## src/rtl/mmio_uart_tx.sv

```systemverilog
// Memory-mapped UART transmitter: TXDATA/STATUS/DIV register window feeding a byte FIFO
// and an 8N1 serialiser. Define UART_TX_PARITY_EN to append an even-parity bit to each frame.
module mmio_uart_tx #(
  parameter logic [31:0] BASE_ADDR    = 32'h0000_0100,
  parameter int          FIFO_DEPTH   = 8,
  parameter int          CLKS_PER_BIT = 16,
  parameter int          DIV_WIDTH    = 16
) (
  input  logic        clk,
  input  logic        reset,
  input  logic        write_en,
  input  logic [31:0] write_addr,
  input  logic [31:0] write_data,
  input  logic [31:0] read_addr,
  output logic [31:0] read_data,
  output logic        tx,
  output logic        busy
);

  localparam int AW = $clog2(FIFO_DEPTH);
  localparam int CW = AW + 1;

  typedef enum logic [2:0] {S_IDLE, S_START, S_DATA, S_PARITY, S_STOP} state_t;

  state_t                 state_q, state_d;
  logic [7:0]             fifo_mem [FIFO_DEPTH];
  logic [AW-1:0]          wr_ptr_q, rd_ptr_q;
  logic [CW-1:0]          count_q;
  logic                   ovf_q;
  logic [DIV_WIDTH-1:0]   div_reg_q, div_eff, div_q, baud_q;
  logic [7:0]             shift_q;
  logic [2:0]             bit_cnt_q;
  logic                   full, empty, pop, push, push_ok, wr_hit, baud_zero;
  logic                   unused_bits;
`ifdef UART_TX_PARITY_EN
  logic                   par_q;
`endif

  assign wr_hit    = write_en && (write_addr[31:4] == BASE_ADDR[31:4]);
  assign push      = wr_hit && (write_addr[3:2] == 2'd0);
  assign full      = (count_q == CW'(FIFO_DEPTH));
  assign empty     = (count_q == '0);
  // A pop frees a slot in the same cycle, so a push into a full FIFO still lands.
  assign push_ok   = push && (!full || pop);
  assign busy      = (state_q != S_IDLE) || !empty;
  assign baud_zero = (baud_q == '0);
  assign div_eff   = (div_reg_q == '0) ? DIV_WIDTH'(1) : div_reg_q;
  assign unused_bits = ^{write_data[31:8], write_addr[1:0], read_addr[1:0]};

  always_comb begin
    read_data = '0;
    if (read_addr[31:4] == BASE_ADDR[31:4]) begin
      case (read_addr[3:2])
        2'd1: begin
          read_data[0]       = busy;
          read_data[1]       = full;
          read_data[2]       = empty;
          read_data[3]       = ovf_q;
          read_data[8 +: CW] = count_q;
        end
        2'd2:    read_data[DIV_WIDTH-1:0] = div_reg_q;
        default: read_data = '0;
      endcase
    end
  end

  always_ff @(posedge clk) begin
    if (push_ok) fifo_mem[wr_ptr_q] <= write_data[7:0];
  end

  always_ff @(posedge clk) begin
    if (reset) begin
      wr_ptr_q  <= '0;
      rd_ptr_q  <= '0;
      count_q   <= '0;
      ovf_q     <= 1'b0;
      div_reg_q <= DIV_WIDTH'(CLKS_PER_BIT);
    end else begin
      if (push_ok) wr_ptr_q <= wr_ptr_q + AW'(1);
      if (pop)     rd_ptr_q <= rd_ptr_q + AW'(1);
      if (push_ok && !pop)      count_q <= count_q + CW'(1);
      else if (!push_ok && pop) count_q <= count_q - CW'(1);
      if (push && !push_ok)                        ovf_q <= 1'b1;
      else if (wr_hit && write_addr[3:2] == 2'd1)  ovf_q <= 1'b0;
      if (wr_hit && write_addr[3:2] == 2'd2) div_reg_q <= write_data[DIV_WIDTH-1:0];
    end
  end

  always_comb begin
    state_d = state_q;
    pop     = 1'b0;
    tx      = 1'b1;
    case (state_q)
      S_IDLE: begin
        if (!empty) begin
          pop     = 1'b1;
          state_d = S_START;
        end
      end
      S_START: begin
        tx = 1'b0;
        if (baud_zero) state_d = S_DATA;
      end
      S_DATA: begin
        tx = shift_q[0];
        if (baud_zero && bit_cnt_q == 3'd7) begin
`ifdef UART_TX_PARITY_EN
          state_d = S_PARITY;
`else
          state_d = S_STOP;
`endif
        end
      end
`ifdef UART_TX_PARITY_EN
      S_PARITY: begin
        tx = par_q;
        if (baud_zero) state_d = S_STOP;
      end
`endif
      S_STOP: begin
        if (baud_zero) state_d = S_IDLE;
      end
      default: state_d = S_IDLE;
    endcase
  end

  // div_q is captured at pop so DIV writes only affect the next frame.
  always_ff @(posedge clk) begin
    if (reset) begin
      state_q   <= S_IDLE;
      div_q     <= DIV_WIDTH'(1);
      baud_q    <= '0;
      shift_q   <= '0;
      bit_cnt_q <= '0;
`ifdef UART_TX_PARITY_EN
      par_q     <= 1'b0;
`endif
    end else begin
      state_q <= state_d;
      if (pop) begin
        shift_q   <= fifo_mem[rd_ptr_q];
        div_q     <= div_eff;
        baud_q    <= div_eff - DIV_WIDTH'(1);
        bit_cnt_q <= '0;
`ifdef UART_TX_PARITY_EN
        par_q     <= ^fifo_mem[rd_ptr_q];
`endif
      end else if (state_q != S_IDLE) begin
        if (baud_zero) begin
          baud_q <= div_q - DIV_WIDTH'(1);
          if (state_q == S_DATA) begin
            shift_q   <= shift_q >> 1;
            bit_cnt_q <= bit_cnt_q + 3'd1;
          end
        end else begin
          baud_q <= baud_q - DIV_WIDTH'(1);
        end
      end
    end
  end

endmodule
```

## config.mk

```make
export PLATFORM = sky130hd
export DESIGN_NAME = mmio_uart_tx
export DESIGN_NICKNAME = d
export VERILOG_FILES = /design/src/rtl/mmio_uart_tx.sv
export SDC_FILE = /design/constraint.sdc
export NUM_CORES = 1
export LEC_CHECK = 0
export ABC_AREA = 1
export CAP_MARGIN = 20
export CORE_MARGIN = 5
export CORE_UTILIZATION = 45
export DETAILED_ROUTE_END_ITERATION = 8
export MAX_ROUTING_LAYER = met4
export PLACE_DENSITY = 0.8
export SLEW_MARGIN = 25
export SYNTH_ARGS = -nofsm -noshare
export SYNTH_HDL_FRONTEND = slang
export SYNTH_SLANG_ARGS = --single-unit
```

## constraint.sdc

```tcl
create_clock -name clk -period 3.6 [get_ports clk]
set_clock_uncertainty 0.05 [all_clocks]
set_input_delay 0.36 -clock clk [delete_from_list [all_inputs] [get_ports clk]]
set_output_delay 0.36 -clock clk [all_outputs]
set_load 0.01 [all_outputs]
```

== After elaboration in Yosys (flattened, before gate mapping) ==
Memories as Yosys holds them, arrays and structs flattened. A register that Yosys moved wholly into a read port is not among the register bits.
Index checks and enable logic that the tools add are counted.

* Register bits after elaboration: 73
* RAM bits: 64
* Bits of input ports: 99
* Output and inout bits: 34
* Memories: 1

{| class="wikitable"
|+ Memory list
! memory !! depth !! bits a word !! rd ports !! clocked after memory_dff !! write ports !! RTL line !! source
|-
| fifo_mem || 8 || 8 || 1 || 1 || 1 || 26 || <nowiki>logic [7:0] fifo_mem [FIFO_DEPTH];</nowiki>
|}

* Muxes and demuxes: 29
* Reduce and logical (&&, ||, !) cells: 30
* $add $sub $neg: 8
* Eq/ne operators: 15

{| class="wikitable"
|+ Operators with widths
! operator !! number
|-
| $mux W16 || 5
|-
| $eq A28 B5 Y1 const B || 2
|-
| $sub A16 B1 Y16 const B || 3
|-
| $logic_not A16 Y1 || 2
|-
| $mux W8 || 4
|-
| $mux W3 || 6
|-
| $mux W4 || 4
|-
| $pmux W4 S2 || 2
|-
| $pmux W3 S4 || 1
|-
| $reduce_bool A2 Y1 || 5
|-
| $add A3 B1 Y3 const B || 3
|-
| $logic_and A1 B1 Y1 || 9
|-
| $ne A2 B2 Y1 const B || 4
|-
| $eq A3 B3 Y1 const B || 2
|-
| $mux W1 || 6
|-
| $reduce_and A3 Y1 || 2
|-
| $add A4 B1 Y4 const B || 1
|-
| $eq A2 B1 Y1 const B || 2
|-
| $eq A2 B2 Y1 const B || 2
|-
| $eq A4 B4 Y1 const B || 1
|-
| $logic_not A1 Y1 || 4
|-
| $logic_not A4 Y1 || 1
|-
| $reduce_and A4 Y1 || 1
|-
| $sub A4 B1 Y4 const B || 1
|-
| 8 further kinds || 9
|}

== Longest topological paths before layout ==
Gate-level depths: netlist (run 1).

* Depth after elaboration: 9
* Mapped depth: 19
* Gate-level depth less buffers: 18

== Least setup slack after synthesis (run 1) ==
No wires, ideal clock.

* Path type: input -> register
* Start point: input port write_addr[27]
* End point: register count_q[3]
* Data required time: 3431 ps
* Setup slack: 847 ps
* Arrival time: 2583 ps
* Cell stages on the path: 17
* Cell sequence: nor2_1 nand2_1 nor4_1 nand4_1 nor3_2 nand2_1 nor3_2 ha_1 inv_1 ha_1 and3_1 a211oi_1 nor2_1 nor2_1 nand2_1 o21ai_0 a21oi_1

* Word-level cells in the longest chain between the ends: 7
* Elaborated cells on any way between the ends: 9

{| class="wikitable"
|+ RTL lines
! what !! RTL line !! source
|-
| start, declared || 12 || <nowiki>input logic [31:0] write_addr,</nowiki>
|-
| $eq A28 B5 Y1 (*) || 39 || <nowiki>assign wr_hit = write_en && (write_addr[31:4] == BASE_ADDR[31:4]);</nowiki>
|-
| $logic_and A1 B1 Y1 (*) || 39 ||
|-
| $logic_and A1 B1 Y1 (*) || 40 || <nowiki>assign push = wr_hit && (write_addr[3:2] == 2'd0);</nowiki>
|-
| $logic_and A1 B1 Y1 (*) || 44 || <nowiki>assign push_ok = push && (!full || pop);</nowiki>
|-
| net push_ok || 33 || <nowiki>logic full, empty, pop, push, push_ok, wr_hit, baud_zero;</nowiki>
|-
| $logic_not A1 Y1 || 82 || <nowiki>else if (!push_ok && pop) count_q <= count_q - CW'(1);</nowiki>
|-
| $logic_and A1 B1 Y1 || 82 ||
|-
| $reduce_bool A2 Y1 (no source line) || - ||
|-
| end signal, assigned || 81 || <nowiki>if (push_ok && !pop) count_q <= count_q + CW'(1);</nowiki>
|-
| end signal, assigned || 82 ||
|-
| end, declared || 28 || <nowiki>logic [CW-1:0] count_q;</nowiki>
|}

Mark *: on every way through the listed nets, which the timed path passes. The rest lies on a longest branch.
A chain may end at the register's enable or synchronous reset.

== Worst setup path after layout (run 1) ==
Ends and elaborated chain as after synthesis.

==> results of run 1 <==
## cells by family after synthesis
group	Yosys count
AO/OA/AOI/OAI	149
other	1
multiplexers	13
buffers and inverters	161
adder cells (fa/ha/maj)	11
AND/OR/NAND/NOR	358
XOR/XNOR	4
flip-flops	140
## layer usage
metal / GRT usage [%] / up-vias / share of wire [%]
li1: - / 2993 / -
met5: - / - / 0
met1: 24.34 / 2880 / 42
met2: 32.52 / 210 / 49
met4: 8.343 / 0 / 2.3
met3: 4.123 / 31 / 6.3
## state kept, by name, summed over array words and instances (netlist names), named ones only
| name | flops |
|---|---|
| fifo_mem | 64 |
| baud_q | 16 |
| div_q | 16 |
| div_reg_q | 16 |
| shift_q | 8 |
| count_q | 4 |
| bit_cnt_q | 3 |
| rd_ptr_q | 3 |
| state_q | 3 |
| wr_ptr_q | 3 |
| ovf_q | 1 |
## worst max-delay path, cell delays in order
cell and delay [ns]:
clkdlybuf4s50_1 0.40, nor2_1 0.15, nand2_1 0.07, nor4_1 0.18
nand4_1 0.14, nor3_2 0.15, nand2_1 0.10, nor3_2 0.21
ha_1 0.24, inv_1 0.09, ha_1 0.32, and3_1 0.18
a211oi_1 0.24, nor2_1 0.07, nor2_1 0.10, nand2_1 0.07
o21ai_0 0.15, a21oi_1 0.06
## per-stage QoR
| step | std cells | worst slack (ns) | hold WS (ns) | area [um^2] |
|---|---|---|---|---|
| final | 1157 | 0.5915 | 0.1513 | 8766 |
| after global routing | 1157 | 0.2947 | 0.1420 | 8766 |
| after floorplan | 852 | 0.8474 | 0.3814 | 7109 |
| after CTS | 1157 | 0.6033 | 0.1300 | 8766 |
| after detailed placement | 1125 | 0.1762 | 0.4023 | 8155 |
| after global placement | 1125 | 0.2300 | 0.3897 | 8155 |
## worst max-delay path by stage
stage	start	endpoint	slack [ns]	cells past startpoint
global placement	write_addr[27]	count_q[3]	0.23	18
global route	write_addr[27]	count_q[3]	0.29	18
CTS	read_addr[8]	read_data[3]	0.60	9
floorplan	write_addr[27]	count_q[3]	0.85	17
detailed placement	write_addr[27]	count_q[3]	0.18	18
finish	write_addr[27]	count_q[3]	0.59	18
## layout by cell type, fill, tap and decap left out, drive strengths merged
cell type,synthesis,layout
a211oi,17,17
a21oi,43,43
a22oi,1,1
a31oi,1,1
and3,1,1
buf,30,18
bufinv,0,3
clkbuf,21,17
clkdlybuf4s50,0,95
clkinv,2,6
clkinvlp,0,3
conb,1,16
dfxtp,76,76
edfxtp,64,64
fa,1,1
ha,10,10
inv,108,113
mux2i,13,13
nand2,121,121
nand3,61,61
nand3b,1,1
nand4,12,12
nor2,134,134
nor3,14,14
nor4,12,12
o211ai,2,2
o21a,1,1
o21ai,52,52
o221ai,14,14
o22ai,16,16
o32ai,2,2
or2,2,2
xor2,4,4
## final cells by class
cell class | count | area [um^2]
inverter | 110 | 412.9
clock inverter | 15 | 185.2
sequential | 140 | 3443
clock buffer | 17 | 425.4
multi-input combinational | 551 | 2952
tap | 211 | 264.0
timing repair buffer | 113 | 1084
fill | 1346 | 6549
## power by group through the flow
stage	Sequential (uW)	Clock [uW]	Combinational, uW
2_1_floorplan	1920	0	1930
5_1_grt	1970	1900	2730
6_report	1950	1800	2440
3_5_place_dp	1980	0	2390
4_1_cts	1950	1820	2430
3_3_place_gp	1970	0	2340
==> impl.org, run 1 <==
** Power and ir drop
- Static leakage :: 0.003401 uW
- Comb power frac :: 39.4%
- Cell area power density :: 706.6 mW/mm^2
- Relative contribution of sequential cells to total power :: 31.5%
- The analysis attributes to net switching a power of 2450 uW.
- The internal power of the cells totals 3743 uW.
- Portion of total power attributed to the clock network :: about 29%
- Share of total power consumed by net switching :: 39.56%
- The completed layout was analyzed and its total power is 6194 uW.
- VDD sags by at most 0.4514 mV.

** Clock network
- Clock tree from TritonCTS :: done
- TritonCTS Sinks :: 140
- The clock tree synthesis step divided the H-tree into 4 levels.
- Once the clock tree was built, the setup fixing pass inserted 0 buffers.
- Clock slew at reported path FFs :: 0.06 ns
- The tree is rooted in a clkbuf_16.
- The clock passes through at most 2 buffers.
- Quantity of gates resized following cts :: 0
- Worst skew pair latency :: 0.42 ns
- Buffers inserted during clock tree synthesis total 17.
- Cts hold-fix bufs :: 0

** Timing
- Static timing analysis puts the maximum clock frequency at 0.3324 GHz.
- Fin. max-slew vios :: 0
- Final period demand of the worst path :: 3.009 ns
- Adding up every negative setup slack in the final design gives 0 ns.
- Setup repair after global routing missed its margin :: no
- Measured slew at the worst slew-check pin :: 0.9893 ns
- Setup violations remaining at the end of the flow were counted as 0.
- The worst pin sits at a relative slew slack of 33.96%.
- Endpoints failing hold :: 0
- Crit share post-route :: between 80 and 90%

** Floorplan
- Initial Util :: 46.05%
- Row generation in the floorplan step produced 45 rows.
- Measured along the y axis, the die boundary spans 135.2 um.
- The core region is 0.01531 mm^2.
- Top-level port count :: 133
- The die is 135.2 um wide.
- Full die area :: 0.01828 mm^2

** Yosys
- Cells after synthesis :: 837
- Counting flops with a built-in enable in the synthesized netlist gives 64.
- The top cell type by area accounts for 27.25% of the synthesized area.
- Post-synthesis instance area :: around 0.007 mm^2
- Main combinational cell family by area after synthesis :: simple AND/OR/NAND/NOR gates
- Averaged over all synthesized cells, the footprint is 8.427 um^2.
- Synthesized flop and latch total :: 140
- Cell taking the most area after synthesis :: edfxtp_1
- Ys Warns :: 0
- Ranking of synthesized cells by instance count :: 117 x nor2_1, 107 x nand2_1, 104 x inv_1, 76 x dfxtp_1, 64 x edfxtp_1
- Multiplexer area fraction after synthesis :: 1.845%
- Xor-xnor portion of the synthesized cell area :: 0.4967%
- After synthesis, the netlist uses 44 different library cells.
- For this run, asynchronously set or reset flops after synthesis account for 0%.
- Most frequently used cell type in the post-synthesis netlist :: nor2_1
- Sequential fraction of the synthesis area :: 48.82%
- Post-synthesis compound-gate area fraction :: 12.47%
- The most used flip-flop cell after synthesis is dfxtp_1.
- In the post-synthesis netlist, the biggest area contributors are edfxtp_1 27%, dfxtp_1 22%, nor2_1 6.2%.
- After Yosys synthesis, full adders, half adders and majority gates account for 2.058% of the synthesized area.
- After Yosys synthesis, and, or, nand and nor cells account for 24.13% of the synthesized area.

** Worst setup path
- Slack of the worst reg-to-reg path :: ~0.76 ns
- Worst-path fanout max :: 3
- STA puts the critical path data arrival time at between 3 and 4 ns.
- R2R depth :: 17
- The worst setup path is of the input pin to register kind.
- Req. time, crit path :: slightly below 4 ns
- STA classifies the critical path startpoint as an input pin.
- Critical path endpoint category :: register
- Capture instance of the worst register-to-register path :: baud_q[14]
- The worst register-to-register path begins at count_q[0].

** Global route
- First-pass GRT wire length :: 28400 um
- After global routing the overflow that remains totals 0.
- The number of global-route vias before repair is 5955.
- Entering global routing, the biggest net connects 47 pins.
- In the global route stage, overall resource usage came out at 20.01%.
- Antenna violations before repair :: 0

** Worst hold path
- Hold Crit Endpoint :: shift_q[7]
- HP Class :: input pin to register
- The worst hold path was traced through 2 stages.
- The startpoint identified for the worst hold timing path is reset.

** Routing
- The detail route stage leaves a number of antenna-violating nets equal to 0.
- Dividing the detail-routed wire length by the instance count gives approximately 15 um.
- Final Routed Wirelength :: 17380 um
- The routed layout has 6114 vias.
- Before antenna repair, the detailed router went through 5 iterations.
- Ratio of routed vias to standard cells :: 5.284
- Number of design rule violations left after detail routing :: 0
- Starting DRC count in detailed routing :: roughly 580

** Run
- Max-cap violations in this run came to 0.

** Finish
- The area growth from synthesis to layout is 24.29%.
- Final standard cell utilization of the core :: 57.24%
- # diodes :: 0
- Of the cells placed in the final design, the portion with a size suffix greater than 1 is 10.04%.
- # nets final :: about 1000

** Status
- The flow ran to the end, and the final reports show no timing, DRC or antenna violations.

** Place
- The congestion estimate from routability-driven global placement came to 0.9040.
- Input and output buffers added on the ports amount to 96.
- Post-detail-place hpwl :: 12070 um
(Power assumes the default switching activity.)
==> run 2, diff against run 1 <==
clock period = 2.8 ns   (was 3.6 ns; I/O delays follow)
==> impl.org, run 2 (synthesis gave the netlist of run 1 again) <==
** Status
- Status: completed (unchanged).

** Place
- Post-detail-place hpwl :: 12390 um (was 12070 um)
- The instance area after placement is 0.008268 mm^2 (was 0.008155 mm^2).
- Number of port buffers :: 96 (unchanged)
- Final estimated routing congestion in global placement :: 0.8822 (was 0.9040)

** Timing
- The final-report max-slew violation count was 0 (unchanged).
- Setup Viol. Count Final :: 0 (unchanged)
- Tightest slew margin relative to the limit :: 50.62% (was 33.96%)
- Timing would allow up to around 0.36 GHz.
- Final period demand of the worst path :: 2.743 ns
- Endpoints failing hold :: 0 (unchanged)
- The slew of the pin with the lowest slew margin was 0.7399 ns (was 0.9893 ns).
- Setup repair after global routing missed its margin :: yes (was no)
- Of the available clock period, the critical path in the final layout requires between 90 and 100%.

** Finish
- Commonest cells after routing, fill and taps aside: 116 x nor2_1, 107 x nand2_1, 104 x inv_1 (was 117 x nor2_1, 107 x nand2_1, 104 x inv_1).
- Final-layout fill cell count :: 1342 (was 1346)
- The count of antenna diodes in the layout is 0 (unchanged).
- Share of final-layout standard cells stronger than drive strength 1 :: 11.75% (was 10.04%)
- Final standard cell utilization of the core :: 57.92% (was 57.24%)
- The sequential cell area was 0.003443 mm^2 (unchanged).
- # nets final :: 1059 (was 1043)
- Largest register FFs :: 64 (unchanged)
- The most frequent standard cell in the layout excluding fill and tap cells was nor2_1 (unchanged).
- Largest register by flop count :: fifo_mem (unchanged)
- Multi-input combinational cell area :: 0.002974 mm^2 (was 0.002952 mm^2)
- The post-synthesis to final-layout area growth was 25.78% (was 24.29%).
- The final non-filler cell area came to 0.008871 mm^2 (was 0.008766 mm^2).

** Clock network
- The number of buffers on the longest clock path is 2 (unchanged).
- Cts bufs inserted :: 17 (unchanged)
- CTS H-tree depth :: 4 (unchanged)
- The clock-pin slew reported for the worst setup and hold paths after clock tree synthesis was 0.06 ns (about the same).
- Clock tree from TritonCTS :: done (unchanged)
- The buffer type at the clock tree root is clkbuf_16 (unchanged).
- Worst skew pair latency :: 0.42 ns (about the same)
- The number of clock sinks seen by CTS is 140 (unchanged).

** Power and ir drop
- The internal power is 4726 uW (was 3743 uW).
- The reported leakage power came to 0.003537 uW (was 0.003401 uW).
- The worst ir drop on vdd was 0.8348 mV (was 0.4514 mV).
- Relative contribution of sequential cells to total power :: 31.4% (was 31.5%)
- Cell area power density :: 884.6 mW/mm^2 (was 706.6 mW/mm^2)
- Comb power frac :: 41.6% (was 39.4%)
- Sw Pwr :: 3121 uW (was 2450 uW)
- The switching fraction of total power is 39.78% (was 39.56%).
- Portion of total power attributed to the clock network :: 27.0% (was 29.1%)

** Floorplan
- The starting density of the core is 46.05% (unchanged).
- Top-level port count :: 133 (unchanged)
- The die extent in y is 135.2 um (unchanged).
- The number of rows in the core area was 45 (unchanged).
- The total die area is 0.01828 mm^2 (unchanged).
- The die extent in x was 135.2 um (unchanged).
- Area of the core :: 0.01531 mm^2 (unchanged)

** Worst setup path
- The endpoint of the worst setup timing path is count_q[3] (unchanged).
- The type of the setup path with the least slack is input pin to register (unchanged).
- Worst-path fanout max :: 3 (unchanged)
- Critical path endpoint category :: register (unchanged)
- The buffers plus inverters on the worst setup path is 2 (unchanged).
- The startpoint of the worst setup timing path is write_addr[29] (was write_addr[27]).
- Crit path cell chain: clkdlybuf4s50_1 > nor2_1 > nand2_1 > nor4_2 > nand4_1 > nor3_2 > nand2_1 > nor3_2 > ha_1 > inv_1 > ha_1 > and3_1 > a211oi_2 > nor2_1 > nor2_1 > nand2_1 > o21ai_1 > a21oi_1 (was clkdlybuf4s50_1 > nor2_1 > nand2_1 > nor4_1 > nand4_1 > nor3_2 > nand2_1 > nor3_2 > ha_1 > inv_1 > ha_1 > and3_1 > a211oi_1 > nor2_1 > nor2_1 > nand2_1 > o21ai_0 > a21oi_1).
- The number of cells on the worst reg-to-reg path was 13 (was 17).
- Crit-path leading delay family :: simple AND/OR/NAND/NOR gates (unchanged)
- The number of cells on the critical path is 18 (unchanged).
- The required time of the critical path was 3.06 ns (was 3.86 ns).
- The worst reg2reg path endpoint is count_q[3] (was baud_q[14]).
- Slowest cell on crit path :: clkdlybuf4s50_1 (unchanged)
- Type of origin of the critical path :: input pin (unchanged)
- CP arrival :: 3.01 ns (was 3.27 ns)
- Worst reg2reg path startpoint :: state_q[2] (was count_q[0])
- Max stage delay on crit path :: 0.42 ns (was 0.40 ns)
- Slack of the worst reg-to-reg path :: 0.24 ns (was 0.76 ns)

** Global route
- Antenna violations before repair :: 0 (unchanged)
- The largest net degree at the start of global routing is 49 (was 47).
- Via count of the first global-routing pass :: 5895 (was 5955)
- Gr ovfl total :: 0 (unchanged)
- The wire length of the first global-routing pass came to 28270 um (was 28400 um).
- The total routing usage reported by global routing came to 19.95% (was 20.01%).

** Run
- The count of maximum capacitance violations was 0 (unchanged).

** Worst hold path
- HP Class :: input pin to register (unchanged)
- The launch instance of the worst min-delay path is reset (unchanged).

** Routing
- Ratio of routed vias to standard cells :: 5.261 (was 5.284)
- Number of design rule violations left after detail routing :: 0 (unchanged)
- The wire length reported by the detailed router came to 17660 um (was 17380 um).
- Routed vias :: 6171 (was 6114)
- Starting DRC count in detailed routing :: 523 (was 582)
- Detailed Routing Iterations Pass 1 :: 5 (unchanged)
- WL/cell :: 15.05 um (was 15.02 um)
- Count of antenna-violating nets left after detailed routing :: 0 (unchanged)
-- run 2: cell count changes in the layout (fill, tap and decap cells not counted), sizes merged --
cell           change
inv                -3
clkinv             +3
clkdlybuf4s50      -4
bufinv             -2
clkinvlp           -2
buf               +16
clkbuf             +4
dlymetal6s2s       +4
-- run 2: how the worst min path moves through the flow --
stage,endpoint,slack [ns],depth (start not counted)
6_report,bit_cnt_q[2],0.14,4
3_3_place_gp,div_q[0],0.39,2
5_1_grt,bit_cnt_q[1],0.19,4
4_1_cts,bit_cnt_q[2],0.13,4
2_1_floorplan,fifo_mem[0][0],0.33,0
3_5_place_dp,div_q[0],0.39,2
-- run 2: layout make-up --
cell class,count,share of cell area (%)
Clock buffer,21,5.078
Clock inverter,11,1.269
Inverter,110,4.654
Multi-Input combinational cell,551,33.53
Sequential cell,140,38.82
Tap cell,211,2.976
Timing Repair Buffer,129,13.68
-- run 2: per-stage QoR --
stage	setup slack [ns]	instances	hold slack, ns	power, uW	TNS [ns]
finish	0.05673	1173	0.1422	7848	0
CTS	0.002086	1172	0.1329	7839	0
global placement	-0.3297	1140	0.3924	5620	-0.4089
floorplan	0.1043	852	0.3289	4952	0
detailed placement	-0.4702	1140	0.3947	5701	-0.7011
global route	-0.1975	1173	0.1902	8338	-0.1975
-- run 2: power by group through the flow --
stage | Sequential, uW | Clock, uW | Combinational [uW]
2_1_floorplan | 2470 | 0 | 2480
3_3_place_gp | 2500 | 0 | 3110
3_5_place_dp | 2510 | 0 | 3190
4_1_cts | 2470 | 2140 | 3230
5_1_grt | 2490 | 2230 | 3620
6_report | 2460 | 2120 | 3260
-- run 2: routing by layer --
metal	GRT usage, %	wire length [um]	vias to the layer above
li1	-	-	3021
met1	24.29	7380	2906
met2	33.27	8856	224
met3	4.755	1202	20
met4	5.655	217	0
met5	-	0	-
-- run 2: worst reg2reg max path, delay by kind of cell (launching register included) --
family | cells | cell delay (ns)
flip-flops | 1 | 0.35
AND/OR/NAND/NOR | 7 | 1.11
adder cells (fa/ha/maj) | 2 | 0.51
AO/OA/AOI/OAI | 3 | 0.35
buffers and inverters | 1 | 0.08
-- run 2: what timing repair did --
| action | CTS | global route |
|---|---|---|
| gates cloned | 0 | 0 |
| pin swaps | 0 | 1 |
| gates resized for setup | 1 | 9 |
| buffers inserted | 0 | 1 |
| endpoints found under the setup margin | 1 | 12 |
| hold buffers | 0 | 0 |
==> run 3, diff against run 2 <==
SKIP_CTS_REPAIR_TIMING = 1   (was default)
==> impl.org, run 3 (synthesis gave the netlist of run 1 again) <==
** Worst setup path
- The data arrival time of the worst path came to 3.01 ns (about the same).
- The required time of the critical path was 3.07 ns (was 3.06 ns).
- Crit-path leading delay family :: simple AND/OR/NAND/NOR gates (unchanged)
- Slowest cell on crit path :: clkdlybuf4s50_1 (unchanged)
- The startpoint kind of the worst setup timing path is an input pin (unchanged).
- Worst reg2reg path startpoint :: state_q[2] (unchanged)
- The buffers plus inverters on the worst setup path is 2 (unchanged).
- Critical path endpoint category :: register (unchanged)
- Max stage delay on crit path :: 0.42 ns (about the same)
- Worst-path fanout max :: 3 (unchanged)
- The type of the setup path with the least slack was input pin to register (unchanged).
- Crit path cell chain :: clkdlybuf4s50_1 > nor2_1 > nand2_1 > nor4_2 > nand4_1 > nor3_2 > nand2_1 > nor3_2 > ha_1 > inv_1 > ha_1 > and3_1 > a211oi_2 > nor2_1 > nor2_1 > nand2_1 > o21ai_1 > a21oi_1 (unchanged)
- The startpoint of the worst setup timing path is write_addr[29] (unchanged).

** Finish
- Share of final-layout standard cells stronger than drive strength 1 :: 11.75% (unchanged)
- # nets final :: 1059 (unchanged)
- The count of antenna diodes in the layout was 0 (unchanged).
- Largest register by flop count :: fifo_mem (unchanged)
- Most common library cell in the layout ignoring fill and taps :: nor2_1 (unchanged)
- The number of fill cells in the layout came to 1342 (unchanged).
- Area growth, synth to finish :: 25.78% (unchanged)
- The number of flip-flops under the largest register name came to 64 (unchanged).
- Commonest cells after routing, fill and taps aside: 116 x nor2_1, 107 x nand2_1, 104 x inv_1 (unchanged).

** Place
- Final estimated routing congestion in global placement :: 0.8822 (unchanged)
- Number of port buffers :: 96 (unchanged)
- Post-detail-place hpwl :: 12390 um (unchanged)

** Routing
- The wire length reported by the detailed router was 17650 um (was 17660 um).
- Detailed Routing Iterations Pass 1 :: 6 (was 5)
- The count of nets left with antenna violations after detail routing came to 0 (unchanged).
- The average wire length per cell after detail routing was 15.04 um (was 15.05 um).
- The per-cell via count in the routed design came to 5.265 (was 5.261).
- Routed vias :: 6176 (was 6171)
- The remaining routing DRC violations is 0 (unchanged).
- The initial DRC count is 523 (unchanged).

** Power and ir drop
- The relative contribution of the clock network to total power was 27.1% (was 27.0%).
- The internal power came to 4726 uW (about the same).
- The register share of total power was 31.4% (about the same).
- The switching fraction of total power came to 39.79% (was 39.78%).
- Sw Pwr :: 3124 uW (was 3121 uW)
- The total power density per cell area was 884.9 mW/mm^2 (was 884.6 mW/mm^2).
- The share of total power in combinational logic is 41.5% (was 41.6%).
- The reported leakage power is 0.003537 uW (unchanged).
- Worst vdd rail ir drop :: 0.8377 mV (was 0.8348 mV)

** Clock network
- Clock tree from TritonCTS :: done (unchanged)
- Clock Path Buffers :: 2 (unchanged)
- The number of levels the H-tree was split into was 4 (unchanged).
- The clock network latency to the later pin of the worst-skew pair is 0.42 ns (about the same).
- The buffer type at the clock tree root is clkbuf_16 (unchanged).
- TritonCTS Sinks :: 140 (unchanged)
- Cts bufs inserted :: 17 (unchanged)
- The clock-pin slew reported for the worst setup and hold paths after clock tree synthesis was 0.06 ns (about the same).

** Floorplan
- Full die area :: 0.01828 mm^2 (unchanged)
- The die extent in x was 135.2 um (unchanged).
- Num rows :: 45 (unchanged)
- Initial Util :: 46.05% (unchanged)
- The I/O pin count is 133 (unchanged).
- DIE HEIGHT :: 135.2 um (unchanged)
- Area of the core :: 0.01531 mm^2 (unchanged)

** Worst hold path
- HP Class :: input pin to register (unchanged)
- The launch instance of the worst min-delay path is reset (unchanged).

** Timing
- Aggregate negative setup slack :: 0 ns (unchanged)
- Crit share post-route :: 97.92% (was 97.97%)
- The tightest hold margin came to 0.1401 ns (was 0.1422 ns).
- Fin. max-slew vios :: 0 (unchanged)
- Setup repair after global routing missed its margin :: yes (unchanged)
- Measured slew at the worst slew-check pin :: 0.7469 ns (was 0.7399 ns)
- Final period demand of the worst path :: 2.742 ns (was 2.743 ns)
- The upper clock frequency limit came to 0.3647 GHz (was 0.3645 GHz).
- The final hold violation count was 0 (unchanged).
- The headroom to the max-slew limit is 50.15% (was 50.62%).
- Setup Viol. Count Final :: 0 (unchanged)

** Global route
- GRT Resource Usage Total :: 19.95% (about the same)
- Via count of the first global-routing pass :: 5894 (was 5895)
- The sum of overflow across all layers after global routing is 0 (unchanged).
- The wire length of the first global-routing pass came to 28260 um (was 28270 um).
- Antenna violations before repair :: 0 (unchanged)
- Largest net degree at the start of global routing :: 49 (unchanged)

** Run
- Count of max-cap constraint violations :: 0 (unchanged)

** Status
- Status: completed (unchanged).
run 3: cell counts in the layout (fill, tap and decap cells not counted):
Identical to the previous run, type by type.
run 3: tightest hold or removal path, cell delays in order:
cell and delay (ns):
buf_2 0.11, nor2_1 0.07, o21ai_0 0.07, nor2_1 0.04
run 3: final timing paths:
check	endpoint	slack, ns	depth (start not counted)
setup reg to reg	count_q[3]	0.24	13
setup / recovery	count_q[3]	0.06	18
hold / removal	bit_cnt_q[2]	0.14	4
hold reg to reg	div_q[0]	0.41	2
run 3: per-stage QoR:
stage | cells | worst slack, ns | area, um^2 | util (%) | total power (uW)
final | 1173 | 0.05814 | 8871 | 57.92 | 7850
after global placement | 1140 | -0.3297 | 8268 | 53.99 | 5620
after detailed placement | 1140 | -0.4702 | 8268 | 53.99 | 5701
after global routing | 1173 | -0.1975 | 8871 | 57.92 | 8338
after floorplan | 852 | 0.1043 | 7109 | - | 4952
after CTS | 1172 | -0.03713 | 8831 | 57.66 | 7830
run 3: layout make-up:
cell class | instances | area, um^2 | share of cell area, %
flip-flops and latches | 140 | 3443 | 38.82
multi-input cells | 551 | 2974 | 33.53
repair buffers | 129 | 1214 | 13.68
clock buffers | 21 | 450.4 | 5.078
inverters | 110 | 412.9 | 4.654
well taps | 211 | 264.0 | 2.976
clock inverters | 11 | 112.6 | 1.269
run 3: power groups by stage:
stage	clock network, uW	registers, uW	logic (uW)
detailed placement	0	2510	3190
global placement	0	2500	3110
finish	2120	2460	3260
floorplan	0	2470	2480
global route	2230	2490	3620
CTS	2140	2470	3230
run 3: metal layers:
layer	wire, um	vias to the layer above	global-route usage (%)
met3	1175	22	4.755
met2	8834	219	33.27
li1	-	3021	-
met5	0	-	-
met4	233	0	5.655
met1	7404	2914	24.27
